### src/rtl/clock_enable_bank.sv
// clock_enable_bank: CH independent programmable clock-enable strobes from one system clock.
// Each channel has its own divisor, run gate, and periodic or one-shot mode.
module clock_enable_bank #(
    parameter int  CH          = 4,
    parameter int  N           = 16,
    parameter int  DEFAULT_DIV = 16,
    localparam int CW          = (CH > 1) ? $clog2(CH) : 1
) (
    input  logic            clk,
    input  logic            reset_n,
    input  logic            cfg_we,
    input  logic [CW-1:0]   cfg_ch,
    input  logic [N-1:0]    cfg_div,
    input  logic            cfg_oneshot,
    input  logic [CH-1:0]   run,
    input  logic            sync_clear,
    output logic [CH-1:0]   ce,
    output logic [CH-1:0]   busy,
    output logic [CH*N-1:0] q
);

    logic [N-1:0]  div_q [CH];
    logic [N-1:0]  div_d [CH];
    logic [N-1:0]  cnt_q [CH];
    logic [N-1:0]  cnt_d [CH];
    logic [CH-1:0] mode_q, mode_d;
    logic [CH-1:0] armed_q, armed_d;
    logic [CH-1:0] active, at_top;

    always_comb begin
        // NOTE: every signal driven here gets a default first, so no branch can leave it unassigned and infer a latch.
        ce      = '0;
        busy    = '0;
        q       = '0;
        active  = '0;
        at_top  = '0;
        mode_d  = mode_q;
        armed_d = armed_q;
        for (int i = 0; i < CH; i++) begin
            div_d[i] = div_q[i];
            cnt_d[i] = cnt_q[i];
        end

        for (int i = 0; i < CH; i++) begin
            active[i]   = run[i] && (div_q[i] != '0) && (!mode_q[i] || armed_q[i]);
            at_top[i]   = (cnt_q[i] == div_q[i] - N'(1));
            busy[i]     = active[i];
            ce[i]       = active[i] && at_top[i] && !sync_clear;
            q[i*N +: N] = cnt_q[i];

            // A clear beats everything for the counter but never consumes a one-shot.
            if (cfg_we && (int'(cfg_ch) == i)) begin
                div_d[i]   = cfg_div;
                mode_d[i]  = cfg_oneshot;
                armed_d[i] = cfg_oneshot;
                cnt_d[i]   = '0;
            end else if (!sync_clear && active[i] && at_top[i]) begin
                cnt_d[i] = '0;
                if (mode_q[i]) begin
                    armed_d[i] = 1'b0;
                end
            end else if (!sync_clear && active[i]) begin
                cnt_d[i] = cnt_q[i] + N'(1);
            end

            if (sync_clear) begin
                cnt_d[i] = '0;
            end
        end
    end

    // NOTE: state registers use non-blocking assignments so every channel updates from the same pre-edge values.
    always_ff @(posedge clk or negedge reset_n) begin
        if (!reset_n) begin
            // NOTE: the per-channel arrays are small flop banks, not RAM, so they are reset like any other register.
            for (int i = 0; i < CH; i++) begin
                div_q[i] <= N'(DEFAULT_DIV);
                cnt_q[i] <= '0;
            end
            mode_q  <= '0;
            armed_q <= '0;
        end else begin
            for (int i = 0; i < CH; i++) begin
                div_q[i] <= div_d[i];
                cnt_q[i] <= cnt_d[i];
            end
            mode_q  <= mode_d;
            armed_q <= armed_d;
        end
    end

endmodule

### config.mk
export PLATFORM = sky130hd
export DESIGN_NAME = clock_enable_bank
export DESIGN_NICKNAME = d
export VERILOG_FILES = /design/src/rtl/clock_enable_bank.sv
export SDC_FILE = /design/constraint.sdc
export NUM_CORES = 1
export LEC_CHECK = 0
export ABC_AREA = 1
export BUFFER_PORTS_ARGS = -buffer_cell sky130_fd_sc_hd__buf_2
export CORE_ASPECT_RATIO = 1.75
export CORE_UTILIZATION = 50
export DETAILED_ROUTE_END_ITERATION = 7
export PLACE_DENSITY_LB_ADDON = 0.05
export RECOVER_POWER = 50
export SETUP_SLACK_MARGIN = 0.4
export SYNTH_ARGS = -nofsm -noshare
export SYNTH_HDL_FRONTEND = slang
export SYNTH_SLANG_ARGS = --single-unit
### constraint.sdc
create_clock -name clk -period 5.6 [get_ports clk]
set_clock_uncertainty 0.2 [all_clocks]
set_input_delay 0.84 -clock clk [delete_from_list [all_inputs] [get_ports clk]]
set_output_delay 0.84 -clock clk [all_outputs]
set_load 0.01 [all_outputs]
## After elaboration in Yosys (flattened, before gate mapping)

Index checks and enable logic that the tools add are counted.

| cells by class | value |
|---|---|
| $add $sub $neg | 8 |
| $mul | 0 |
| divide/modulo/power cells | 0 |
| $lt $le $gt $ge | 0 |
| equal/unequal tests | 7 |
| shift-type cells | 0 |
| muxes and demuxes | 28 |
| bitwise gates (word level) | 0 |
| reduce and logical (&&, ||, !) cells | 58 |

Operators by type and width:

| operator | number |
|---|---|
| two-way mux 16 bit | 16 |
| adder 16 x 1 -> 16 bit (second input constant) | 4 |
| equality test 16 bit | 4 |
| nonzero test 16 bit | 4 |
| subtractor 16 x 1 -> 16 bit (second input constant) | 4 |
| logical AND 1 bit | 28 |
| nonzero test 2 bit | 8 |
| nonzero test 4 bit | 4 |
| two-way mux 1 bit | 12 |
| AND reduction 2 bit | 4 |
| logical NOT 1 bit | 5 |
| equality test 2 bit (second input constant) | 2 |
| logical OR 1 bit | 4 |
| equality test 2 x 1 -> 1 bit (second input constant) | 1 |
| logical NOT 2 bit | 1 |

| word-level totals | value |
|---|---|
| flip-flop bits (word level) | 136 |
| bits in latches | 0 |
| memory bits (writable) | 0 |
| memory bits (read-only) | 0 |
| bits of input ports | 27 |
| memories | 0 |

## Depth between registers and ports, before layout

Gate-level depths: netlist (run 1).

| logic depth | value |
|---|---|
| depth in word-level cells | 8 |
| mapped depth | 15 |
| depth with buffers taken out | 14 |

## Least setup slack after synthesis (run 1)

OpenSTA, ideal clock, no wires.

| timing path | value |
|---|---|
| path type | input port to output port |
| start point | in run[3] |
| end point | out ce[3] |
| arrival | 1845 ps |
| required time | 4560 ps |
| path slack | 2715 ps |
| stages on the path | 7 |
| cells stage by stage | o21ai_0 a21oi_1 nand2_1 nor2_2 nand4_4 buf_4 inv_1 |

| between the ends | value |
|---|---|
| word-level cells in the longest chain between the ends | 4 |

Ends and longest elaborated chain:

| item | RTL line | text |
|---|---|---|
| from (decl) | 15 | `input logic [CH-1:0] run,` |
| logical AND 1 bit (2 in series) | 45 | `active[i] = run[i] && (div_q[i] != '0) && (!mode_q[i] \|\| armed_q[i]);` |
| net busy[3] | 18 | `output logic [CH-1:0] busy,` |
| logical AND 1 bit (2 in series) | 48 | `ce[i] = active[i] && at_top[i] && !sync_clear;` |
| to (decl) | 17 | `output logic [CH-1:0] ce,` |

The timed path passes the listed nets, and every way through them passes these cells.

## Worst setup path after layout (run 1)

| timing path | value |
|---|---|
| start point | in cfg_ch[0] |
| end point | reg cnt_q (netlist bit q[48]) |

| between the ends | value |
|---|---|
| word-level cells in the longest chain between the ends | 4 |
| elaborated cells on any way between the ends | 5 |

Ends and longest elaborated chain:

| item | RTL line | text |
|---|---|---|
| from (decl) | 12 | `input logic [CW-1:0] cfg_ch,` |
| equality test 2 x 1 -> 1 bit (*) | 52 | `if (cfg_we && (int'(cfg_ch) == i)) begin` |
| logical AND 1 bit (*) | 52 |  |
| two-way mux 16 bit | 52 |  |
| two-way mux 16 bit | 66 | `if (sync_clear) begin` |
| to (signal, indexed assignment) | 85 | `cnt_q[i] <= cnt_d[i];` |
| to (decl) | 24 | `logic [N-1:0] cnt_q [CH];` |

Mark *: on every way between the ends. The rest lies on a longest branch, timed or not.
A chain may end at the register's enable or synchronous reset.

==> flow_metrics.env, run 1 <==
export IMPL_status="finished with violations"
export IMPL_layout_min_cycle_time_ps=3930
export IMPL_crit_slowest_cell="clkbuf_1"
export IMPL_max_freq_mhz=255
export IMPL_worstPathMaxFanout=29
export IMPL_final_common_cell="nand2_1"
export IMPL_synth_seq_cells=136
export IMPL_path_cells="clkbuf_1 -> inv_1 -> nor3_1 -> clkbuf_1 -> inv_1 -> nand3_1 -> inv_2 -> nor2_1 -> nand4_1 -> nand2_1"
export IMPL_pin_count=99
export IMPL_placed_cells=1707
export IMPL_grt_setup_unrepaired="no"
export IMPL_powerDensity_nw_per_um2=280
export IMPL_hold_buffers=0
export IMPL_place_area_um2=10300
export IMPL_worstPathArrival_ps=4100
export IMPL_critical_path_max_stage_delay_ps=640
export IMPL_required_ps=5780
export IMPL_yosysSeqAreaShare=0.353
export IMPL_ys_flop_type="dfrtp_1"
export IMPL_wirelength_mm=26.0
export IMPL_track_usage=0.277
export IMPL_preCtsSetupSlack_ps=1920
export IMPL_postLayoutCoreUtil=0.576
export IMPL_violations="capacitance limit, slew limit"
export IMPL_report_final_slew_viol_count=98
export IMPL_start_kind="input pin"
export IMPL_chipWidth_um=107
export IMPL_syn_nets=1451
export IMPL_ys_types=48
export IMPL_final_nets=1527
export IMPL_yosysWarnings=0
export IMPL_setup_tns_ps=0
export IMPL_min_period_over_period=0.701
export IMPL_critPathKind="in2reg"
export IMPL_synth_edf_count=0
export IMPL_root_buffer="clkbuf_16"
export IMPL_clk_path_buf_depth=2
export IMPL_core_area_um2=18700
export IMPL_portBuffers=98
export IMPL_cts_resized=0
export IMPL_dpl_hpwl_mm=19.7
export IMPL_hold_class="reg2reg"
export IMPL_tightest_slew_ps=2460
export IMPL_ir_drop_uv=185
export IMPL_path_clk_slew_ps=60
export IMPL_routabilityCongestion=0.916
export IMPL_holdWs_ps=297
export IMPL_fill_cells=1870
export IMPL_cts_num_sinks=136
export IMPL_htreeDepth=4
export IMPL_crit_family="buffers and inverters"
export IMPL_setup_worst_path_end_class="flip-flop"
export IMPL_finalHoldViolCount=0
export IMPL_diodes=0
export IMPL_grt_pass1_vias=8774
export IMPL_vias=9008
export IMPL_drc=0
export IMPL_netlist_area_um2=9660
export IMPL_die_area_um2=19900
export IMPL_finalPower_mw=3.02
export IMPL_final_cell_mix="nand2_1, inv_1, dfrtp_1, nor2_1, nand3_1"
export IMPL_setup_viol=0
export IMPL_grt_pass1_wl_mm=42.6
export IMPL_max_cap_violations=1
export IMPL_synthArstFlopShare=1.00
export IMPL_antenna_found_initial=0
export IMPL_grt_max_degree=98
export IMPL_drive_above_1_share=0.131
export IMPL_detail_route_antenna_nets=0
export IMPL_max_slew_margin_rel=-0.637
export IMPL_avgSynthCellArea_um2=6.84
export IMPL_clkLatencyLatePin_ps=440
export IMPL_stdcell_count=1738
export IMPL_drt_initial_drc_count=388
export IMPL_grt_overflow=0
export IMPL_cts_tree="built"
export IMPL_routedWlPerCell_um=15.0
export IMPL_vias_per_cell=5.18
export IMPL_p_leak_nw=5.68
export IMPL_start_util=0.516
export IMPL_rows=66
export IMPL_cts_buffers=17
export IMPL_synthToLayoutAreaGrowth_pct=11.8
export IMPL_post_route_cell_area_um2=10800
export IMPL_synth_cells=1412
export IMPL_drt_pass1_iterations=5
export IMPL_dieHeight_um=186
export IMPL_final_setup_worst_slack_ps=1670
export IMPL_post_cts_setup_buffers=0
export IMPL_critPathBufInv=5
## worst paths after layout
path	end	cells after the start	start	slack, ps
max	q[48]	10	cfg_ch[0]	1670
min	mode_q[0]	2	mode_q[0]	300
max reg2reg	q[48]	11	div_q[0]	2900
min reg2reg	mode_q[0]	2	mode_q[0]	300
max in group asynchronous	div_q[52]	2	reset_n	2700
min in group asynchronous	q[34]	1	reset_n	900
## flip-flops by register name, summed over array words and instances (netlist names)
| signal | flops |
|---|---|
| armed_q | 4 |
| mode_q | 4 |
| q | 64 |
| div_q | 64 |
## kinds of logic (layout without fill, tap and decap cells)
logic type | after synthesis | after routing | synth area share
flops | 136 | 136 | 0.353
fa+ha+maj | 12 | 12 | 0.0155
xor+xnor | 90 | 90 | 0.0830
buf+inv | 211 | 299 | 0.0878
compound gates | 95 | 95 | 0.0511
simple gates | 868 | 868 | 0.410
## report_power, final
part	leakage [nW]	internal, mW	switching, mW
sequential	1.77	1.08	0.109
clock	0.259	0.619	0.493
combinational	3.65	0.245	0.473
total	5.68	1.95	1.08
## cell usage after synthesis (2+ instances only)
cell / number / area (µm²)
buf_2: 10 / 50.1
or2_2: 2 / 12.5
a21boi_0: 2 / 15.0
o21ai_1: 4 / 20.0
nor3b_1: 2 / 15.0
dfstp_2: 4 / 105
clkbuf_1: 26 / 97.6
ha_1: 12 / 150
buf_6: 3 / 33.8
a21oi_1: 6 / 30.0
nor2_1: 127 / 477
nor2_4: 8 / 90.1
nand3_1: 109 / 546
xor2_1: 64 / 561
nand2_4: 3 / 33.8
nand3_2: 11 / 110
nor3_2: 7 / 70.1
nand4_1: 35 / 219
nand3b_1: 26 / 195
nor2_2: 16 / 100
nand2_2: 4 / 25.0
inv_1: 155 / 582
o211ai_1: 2 / 15.0
o21ai_0: 77 / 385
buf_4: 2 / 15.0
nor3_1: 22 / 110
inv_2: 10 / 37.5
dfrtp_1: 132 / 3300
nor4_1: 6 / 37.5
xnor2_1: 25 / 219
nand2_1: 479 / 1800
nor3_4: 2 / 32.5
or2_1: 2 / 12.5
clkbuf_2: 3 / 15.0
## final cells by class
type                       instances  area, µm²  area share
sequential                       136       3410       0.316
clock buffer                      17        425      0.0394
multi-input combinational       1065       5400       0.500
tap                              238        298      0.0276
inverter                         165        619      0.0573
timing repair buffer             103        510      0.0473
clock inverter                    14        141      0.0131
## routing by layer
metal  routed length (µm)  up-vias  track usage
met2                13800      200        0.515
met1                10500     4150        0.306
met5                    0        -            0
li1                     -     4599            -
met3                  744       59       0.0396
met4                  938        0        0.130
## worst register-to-register path: cells and delay by family (launching register included)
family | cells | cell delay [ps]
compound gates | 1 | 280
fa+ha+maj | 1 | 230
buf+inv | 3 | 400
flops | 1 | 380
simple gates | 6 | 1140
(Power assumes the default switching activity.)
==> inputs of run 2 (changes only) <==
- ABC_AREA: 1 -> 0
- clock period: 5.6 -> 3.32 ns (I/O delays scaled with it)
==> flow_metrics.env, run 2 <==
export IMPL_status="finished with violations"
export IMPL_violations="setup timing"
export IMPL_p_int_mw=3.61
export IMPL_setup_worst_path_end_class="primary output"
export IMPL_required_ps=2620
export IMPL_stdcell_count=1377
export IMPL_grt_pass1_vias=7897
export IMPL_path_cells="or4_4 -> buf_6 -> mux2_2 -> nor2_2 -> a31oi_1 -> o221ai_1 -> nand4_1 -> nor3_2 -> buf_2"
export IMPL_critical_path_max_stage_delay_ps=560
export IMPL_drc=0
export IMPL_grt_max_degree=65
export IMPL_vias=8180
export IMPL_finalPower_mw=5.57
export IMPL_portBuffers=98
export IMPL_drt_pass1_iterations=7
export IMPL_yosysSeqAreaShare=0.390
export IMPL_chipWidth_um=102
export IMPL_track_usage=0.301
export IMPL_critPathKind="reg2out"
export IMPL_cts_buffers=17
export IMPL_drive_above_1_share=0.409
export IMPL_max_slew_margin_rel=0.101
export IMPL_routedWlPerCell_um=19.5
export IMPL_finalHoldViolCount=0
export IMPL_tightest_slew_ps=1350
export IMPL_hold_class="in2reg"
export IMPL_max_freq_mhz=285
export IMPL_combPwrFrac=0.285
export IMPL_synthArstFlopShare=1.00
export IMPL_path_clk_slew_ps=70
export IMPL_netlist_area_leader_share=0.378
export IMPL_start_kind="flip-flop"
export IMPL_grt_setup_unrepaired="yes"
export IMPL_cts_tree="built"
export IMPL_p_seq_frac=0.375
export IMPL_vias_per_cell=5.94
export IMPL_yosysWarnings=0
export IMPL_clkLatencyLatePin_ps=440
export IMPL_core_area_um2=17000
export IMPL_placed_cells=1278
export IMPL_grt_overflow=0
export IMPL_clk_path_buf_depth=2
export IMPL_pin_count=99
export IMPL_synthToLayoutAreaGrowth_pct=36.7
export IMPL_layout_min_cycle_time_ps=3510
export IMPL_final_setup_worst_slack_ps=-186
export IMPL_syn_nets=986
export IMPL_ys_flop_type="dfrtp_1"
export IMPL_diodes=0
export IMPL_report_final_slew_viol_count=0
export IMPL_grt_pass1_wl_mm=41.1
export IMPL_ys_types=63
export IMPL_antenna_found_initial=0
export IMPL_worstPathMaxFanout=3
export IMPL_synthTopCellsByArea="dfrtp_1, mux2_2, xnor2_1"
export IMPL_powerDensity_nw_per_um2=466
export IMPL_wirelength_mm=26.9
export IMPL_detail_route_antenna_nets=0
export IMPL_synth_most_common_cell="dfrtp_1"
export IMPL_dpl_hpwl_mm=18.1
export IMPL_routabilityCongestion=0.926
export IMPL_synth_edf_count=0
export IMPL_setup_viol=19
export IMPL_p_leak_nw=5.15
export IMPL_final_nets=1176
export IMPL_cts_num_sinks=136
export IMPL_synth_cells=947
export IMPL_p_sw_frac=0.352
export IMPL_netlist_area_um2=8750
export IMPL_final_common_cell="dfrtp_1"
export IMPL_fill_cells=1374
export IMPL_crit_slowest_cell="or4_4"
export IMPL_pwr_share_clk=0.340
export IMPL_die_area_um2=18000
export IMPL_synth_top_cell_by_area="dfrtp_1"
export IMPL_worstPathArrival_ps=2810
export IMPL_min_period_over_period=1.06
export IMPL_start_util=0.514
export IMPL_htreeDepth=4
export IMPL_avgSynthCellArea_um2=9.24
export IMPL_drt_initial_drc_count=317
export IMPL_final_cell_mix="dfrtp_1, buf_2, buf_4, nand2_1, mux2_2"
export IMPL_yosys_top_cells_count="dfrtp_1, nand2_1, nand3_1, mux2_2, xnor2_1"
export IMPL_rows=63
export IMPL_ir_drop_uv=364
export IMPL_max_cap_violations=0
export IMPL_root_buffer="clkbuf_16"
export IMPL_switchingPower_mw=1.96
export IMPL_dieHeight_um=177
export IMPL_synth_seq_cells=136
-- run 2: power groups by stage --
| stage | Clock (mW) | Sequential, mW | Combinational (mW) |
|---|---|---|---|
| 2_1_floorplan | 0 | 2.03 | 0.858 |
| 3_3_place_gp | 0 | 2.10 | 1.20 |
| 3_5_place_dp | 0 | 2.10 | 1.22 |
| 4_1_cts | 1.93 | 2.07 | 1.40 |
| 5_1_grt | 2.00 | 2.12 | 1.71 |
| 6_report | 1.89 | 2.09 | 1.59 |
-- run 2: cell type report --
| class | instances | area, µm² | share of cell area |
|---|---|---|---|
| Sequential cell | 136 | 3430 | 0.286 |
| Inverter | 32 | 120 | 0.0100 |
| Multi-Input combinational cell | 727 | 5910 | 0.494 |
| Tap cell | 227 | 284 | 0.0237 |
| Clock buffer | 17 | 425 | 0.0356 |
| Timing Repair Buffer | 223 | 1640 | 0.137 |
| Clock inverter | 15 | 154 | 0.0129 |
-- run 2: worst paths after layout --
kind / from / end / slack, ps / cells after the start
max in group asynchronous: reset_n / q[24] / 490 / 3
worst max register to register: div_q[19] / q[36] / -110 / 16
min in group asynchronous: reset_n / q[38] / 700 / 2
worst min register to register: mode_q[1] / mode_q[1] / 310 / 1
worst max-delay path: div_q[3] / ce[3] / -190 / 9
worst min-delay path: cfg_oneshot / armed_q[0] / 160 / 2
-- run 2: logic make-up after synthesis --
kind of cell / Yosys count / share of synthesized area
buffers and inverters: 85 / 0.0379
XOR/XNOR: 100 / 0.100
adder cells (fa/ha/maj): 12 / 0.0172
AND/OR/NAND/NOR: 385 / 0.238
multiplexers: 81 / 0.102
flip-flops: 136 / 0.390
AO/OA/AOI/OAI: 148 / 0.115
-- run 2: through the flow --
| stage | hold WS, ps | setup WS [ps] | setup TNS (ps) | utilization | instance area, µm² |
|---|---|---|---|---|---|
| floorplan | 2.41 | -101 | -126 | - | 8880 |
| global placement | 276 | 150 | 0 | 0.582 | 9910 |
| detailed placement | 283 | 122 | 0 | 0.582 | 9910 |
| CTS | 140 | -108 | -265 | 0.663 | 11300 |
| global route | 158 | -275 | -3360 | 0.702 | 12000 |
| finish | 157 | -186 | -1550 | 0.702 | 12000 |
-- run 2: metal layers --
metal,vias up,share of wire,track usage
met2,221,0.54,0.537
met1,4035,0.38,0.336
met3,77,0.033,0.0462
met5,-,0,0
met4,0,0.048,0.162
li1,3847,-,-
-- run 2: repair_timing --
item / CTS / global route
endpoints found under the setup margin: 58 / 62
endpoints found under the hold margin: 50 / 0
buffers inserted: 36 / 25
cloned: 4 / 1
hold buffers: 1 / 0
pin swaps: 39 / 59
gates resized for setup: 113 / 103
-- run 2: worst max-delay path, delay by kind of cell, from the launching register on --
family / cells / cell delay (ps)
AOI/OAI and AO/OA: 2 / 320
buffers and inverters: 2 / 310
DFF: 1 / 380
muxes: 1 / 270
and+or+nand+nor: 4 / 1080
